**src/rtl/register_file_nbit.sv**
```systemverilog
// Multi-port register file with async clear and optional zeroed entry 0.
// Define REGFILE_BYPASS_EN for same-cycle write-to-read forwarding.
module register_file_nbit #(
  parameter int WIDTH      = 32,
  parameter int DEPTH      = 32,
  parameter int READ_PORTS = 2,
  parameter int ZERO_REG   = 1
) (
  input  logic                               clk,
  input  logic                               clr_n,
  input  logic                               we,
  input  logic [$clog2(DEPTH)-1:0]           waddr,
  input  logic [WIDTH-1:0]                   wdata,
  input  logic [READ_PORTS*$clog2(DEPTH)-1:0] raddr,
  output logic [READ_PORTS*WIDTH-1:0]        rdata
);

  localparam int AW = $clog2(DEPTH);

  logic [DEPTH-1:0][WIDTH-1:0] entries;
  logic                        wInRange;

  assign wInRange = {1'b0, waddr} < (AW+1)'(DEPTH);

`ifdef REGFILE_BYPASS_EN
  logic wWritable;

  assign wWritable = wInRange &&
    !(ZERO_REG != 0 && waddr == '0);
`endif

  for (genvar i = 0; i < DEPTH; i++) begin : gEntry
    if (ZERO_REG != 0 && i == 0) begin : gZero
      assign entries[i] = '0;
    end else begin : gFlop
      logic [WIDTH-1:0] q;
      logic             en;

      assign en = we && wInRange &&
        (waddr == AW'(i));

      always_ff @(posedge clk or negedge clr_n) begin
        if (!clr_n) begin
          q <= '0;
        end else if (en) begin
          q <= wdata;
        end
      end

      assign entries[i] = q;
    end
  end

  for (genvar p = 0; p < READ_PORTS; p++) begin : gRead
    logic [AW-1:0]    ra;
    logic [WIDTH-1:0] rd;

    assign ra = raddr[p*AW +: AW];

    always_comb begin
      rd = '0;
      if ({1'b0, ra} < (AW+1)'(DEPTH)) begin
        rd = entries[ra];
      end
`ifdef REGFILE_BYPASS_EN
      // forwarding never beats a held-low clear
      if (clr_n && we && wWritable && waddr == ra) begin
        rd = wdata;
      end
`endif
    end

    assign rdata[p*WIDTH +: WIDTH] = rd;
  end

endmodule

```
**config.mk**
```make
export PLATFORM = sky130hd
export DESIGN_NAME = register_file_nbit
export DESIGN_NICKNAME = d
export VERILOG_FILES = /design/src/rtl/register_file_nbit.sv
export SDC_FILE = /design/constraint.sdc
export NUM_CORES = 2
export LEC_CHECK = 0
export BUFFER_PORTS_ARGS = -buffer_cell sky130_fd_sc_hd__buf_4
export CORE_MARGIN = 1
export CORE_UTILIZATION = 60
export DETAILED_ROUTE_END_ITERATION = 12
export PLACE_DENSITY = 0.77
export SETUP_SLACK_MARGIN = 0.5
export SLEW_MARGIN = 20
export SYNTH_ARGS = -nofsm -noshare
export SYNTH_HDL_FRONTEND = slang
export SYNTH_SLANG_ARGS = --single-unit
```
**constraint.sdc**
```tcl
create_clock -name clk -period 5.3 [get_ports clk]
set_input_delay 0.795 -clock clk [delete_from_list [all_inputs] [get_ports clk]]
set_output_delay 0.795 -clock clk [all_outputs]
set_load 0.02 [all_outputs]
```
After elaboration in Yosys (flattened, before gate mapping)
Cells that the tools add are included.
Widths: inputs -> output; s select.
{ "word_totals": {"reg_bits": 992, "latchBits": 0, "ramBits": 0, "rom_bits": 0, "out_inout_bits": 64, "mem_count": 0} }
{ "op_classes": {"addsub": 0, "mul": 0, "div": 0, "magnitude_cmp": 2, "eq_ne": 31, "n_shift": 0, "mux": 4, "n_bitwise": 0, "reduce_logical": 31} }
{ "ops": {"columns": ["cell", "n"], "rows": [
  ["$bmux 32 s5", 2],
  ["$eq 5x5->1 const B", 16],
  ["$mux 32", 2],
  ["$eq 5x4->1 const B", 8],
  ["$logic_and 1x1->1", 31],
  ["$eq 5x3->1 const B", 4],
  ["$lt 5x6->1 const B", 2],
  ["$eq 5x2->1 const B", 2],
  ["$eq 5x1->1 const B", 1]
]} }

Longest topological paths before layout
{ "logic_depth": {"word_depth": 2, "mapped_depth": 9, "mapped_depth_nobuf": 4} }

Least setup slack after synthesis
No wires, ideal clock.
{ "synth_timing": {"kind": "in2out", "from": "in raddr[5]", "to": "out rdata[62]", "arrival_ns": 2.439, "required_time_ns": 4.505, "path_slack_ns": 2.066, "cell_stages": 8, "n_path_buf": 5, "path_cell_list": "buf_2 -> buf_6 -> buf_6 -> buf_6 -> buf_2 -> mux2i_1 -> a211oi_1 -> o31ai_1"} }
{ "synth_between": {"elab_chain_cells": 2} }
{ "synth_lines": {"columns": ["element", "line_no", "text"], "rows": [
  ["start, declared", "14", "input logic [READ_PORTS*$clog2(DEPTH)-1:0] raddr,"],
  ["$bmux 32 s5", "63", "rd = entries[ra];"],
  ["$mux 32 (implied by the code)", "63", null],
  ["end, declared", "15", "output logic [READ_PORTS*WIDTH-1:0] rdata"]
]} }
No other way between the ends. The select of a mux whose other input is x is not followed.

Worst setup path in the final report
{ "layout_timing": {"from": "in raddr[6]", "to": "out rdata[32]"} }
Same word-level chain as after synthesis.

==> flow_metrics.py <==
metrics = {
    "yosys": {
        "syn_inst": 3639,
        "yosys_warnings": 0,
        "syn_nets": 3689,
        "yosys_most_used_dff": "dfrtp_1",
        "syn_area_um2": 53200,
        "synth-seq-cells": 992,
        "yosysUniqueCellTypes": 32,
        "syn_area_per_cell_um2": 14.6,
        "yosysSeqAreaShare": 0.466,
        "synth_edf_count": 0,
        "ys_async_sr_fraction": 1.00,
    },
    "sta": {
        "min_period_ns": 4.26,
        "timing.final.crit_share": 0.804,
        "clock_skew_ns": 0,
        "final-max-slew-violation-count": 0,
        "tightestPinTransition_ns": 1.18,
        "rsz0062_at_grt": "false",
        "fin_tns_setup_ns": 0,
        "slew_headroom": 0.211,
        "max_clock_freq_mhz": 235,
        "setup_viol": 0,
        "hold_violations": 0,
    },
    "final_layout": {
        "largest_registers": "gEntry.gFlop.q x992",
        "fill_cells": 5936,
        "drive_above_1_share": 0.505,
        "design_area_um2": 58600,
        "synthToLayoutAreaGrowth_pct": 10.0,
        "max_flop_register": "gEntry.gFlop.q",
        "final_nets": 3621,
        "largest_reg_flops": 992,
    },
    "grt": {
        "gr-total-overflow": 0,
        "grt_pass1_wl_um": 246000,
        "grt_max_degree": 140,
        "antenna_found_initial": 6,
        "grt_pass1_vias": 37759,
        "grt_usage": 0.369,
    },
    "place": {
        "portBuffers": 113,
        "place_area_um2": 55100,
        "gp_congestion": 0.870,
        "dp_hpwl_um": 97900,
    },
    "hold_path": {
        "hp-class": "input pin to async pin",
    },
    "floorplan": {
        "pin_count": 114,
        "die_h_um": 300,
        "chipWidth_um": 300,
        "core_area_um2": 87300,
        "start_util": 0.610,
        "die-area_um2": 89900,
        "std_cell_rows": 108,
    },
    "clock_network": {
        "cts_buffers": 105,
        "post_cts_buffers": 0,
        "hold_buffers": 0,
        "cts.clk_slew.worst_paths_ns": 0.06,
        "clockBufferDepth": 3,
        "cts_resized": 0,
        "cts_tree": "built",
        "cts_num_sinks": 992,
        "worstSkewPairLatency_ns": 0.69,
        "htreeDepth": 3,
        "clock-root-buffer": "clkbuf_16",
    },
    "detailed_routing": {
        "num_vias": 35527,
        "first_iter_violations": 4137,
        "vias_per_cell": 7.38,
        "drt-wirelength-per-cell_um": 33.9,
        "drt-total-wl_um": 163000,
        "ant_nets": 0,
        "drt-pass1-iter-count": 5,
        "drc_errors": 0,
    },
    "flow_run": {
        "drv_cap": 0,
    },
    "pwr": {
        "p_per_area_nw_per_um2": 386,
        "p_leak_nw": 25.6,
        "ir_drop_mv": 0.375,
    },
    "setup_path": {
        "cp_data_arrival_time_ns": 3.47,
        "worstSetupPathType": "input pin to output pin",
        "critPathMaxFanout": 22,
        "crit_path_end_kind": "output pin",
        "start_kind": "input pin",
        "critPathRequiredTime_ns": 4.51,
    },
    "run_status": {
        "status": "finished clean",
    },
}
[placed cells by master, fill, tap and decap left out, types with 3 or more instances in the layout]
cell and count:
a211oi_1 64, a22o_1 191, and2_1 32, and3_1 32, buf_12 22, buf_4 205, buf_8 4, bufinv_16 7
clkbuf_1 26, clkbuf_16 107, clkbuf_8 25, clkinv_2 18, clkinvlp_4 3, dfrtp_1 992, diode_2 3, mux2_1 37
mux2_2 1018, mux2i_1 162, mux4_2 384, nand2_1 67, nand2_2 10, nand2_4 3, nand2b_1 3, nand4b_1 3
nor2_4 14, nor2b_4 8, o21ai_1 64, o22ai_1 64, o31ai_1 64, or3_2 3
[critical path: stages]
cell,delay [ns]
buf_4,0.44
nand2_2,0.67
o22ai_1,0.36
a211oi_1,0.08
o31ai_1,0.79
buf_4,0.28
[worst paths after layout]
path                                              startpoint                            endpoint  slack [ns]  cells after the start
max in group asynchronous                              clr_n    gEntry[4].gFlop.q[4]$_DFFE_PN0P_        3.72                      2
min in group clk           gEntry[12].gFlop.q[6]$_DFFE_PN0P_   gEntry[12].gFlop.q[6]$_DFFE_PN0P_        0.52                      1
max                                                 raddr[6]                           rdata[32]        1.04                      6
min                                                    clr_n  gEntry[11].gFlop.q[19]$_DFFE_PN0P_        0.18                      1
max reg2reg                gEntry[7].gFlop.q[26]$_DFFE_PN0P_   gEntry[7].gFlop.q[26]$_DFFE_PN0P_        4.47                      1
min reg2reg                gEntry[12].gFlop.q[6]$_DFFE_PN0P_   gEntry[12].gFlop.q[6]$_DFFE_PN0P_        0.52                      1
[cells in the mapped netlist (all sizes together), types with 10 or more instances]
master,count,area (um^2)
o22ai,64,400
nand2,80,300
a22o,191,1670
mux2,1055,11900
nor2,15,56.3
clkbuf,212,797
and3,32,200
mux2i,162,1620
o31ai,64,480
dfrtp,992,24800
mux4,384,8650
buf,195,1120
nor2b,10,62.6
and2,34,213
o21ai,64,320
a211oi,64,480
[layout make-up]
cell class              instances  area [um^2]  area share
multi-input cells            2238        26700       0.456
flip-flops and latches        992        24800       0.424
clock buffers                 157         3110      0.0530
repair buffers                232         2050      0.0351
well taps                    1155         1450      0.0247
clock inverters                33          393     0.00671
inverters                       2         7.51    0.000128
diodes                          3         7.51    0.000128
[where the power goes]
| part | internal, mW | leakage [nW] | switching, mW |
|---|---|---|---|
| registers | 9.07 | 12.7 | 1.15 |
| clock network | 4.38 | 1.72 | 3.13 |
| logic | 2.81 | 11.2 | 2.04 |
[cells by family after synthesis]
group,share of synthesized area
DFF,0.466
AOI/OAI and AO/OA,0.0630
and+or+nand+nor,0.0182
muxes,0.416
buffers and inverters,0.0362
[per-layer routing]
metal	up-vias	track usage	wire length, um
met5	-	0	57
met4	8	0.177	8540
met3	539	0.0897	17400
met2	2143	0.567	75300
met1	18889	0.497	61600
li1	13948	-	-
[metrics by stage]
stage               power, mW  instances  worst slack (ns)  hold slack (ns)   util
floorplan                13.5       3639              2.07            0.471      -
global placement         14.7       4619              1.13            0.488  0.631
detailed placement       15.1       4619              1.11            0.505  0.631
CTS                      22.6       4809              1.11            0.228  0.671
global route             23.4       4810             0.994            0.260  0.671
finish                   22.6       4812              1.04            0.178  0.671
No activity file was read; power rests on OpenSTA's default activity.
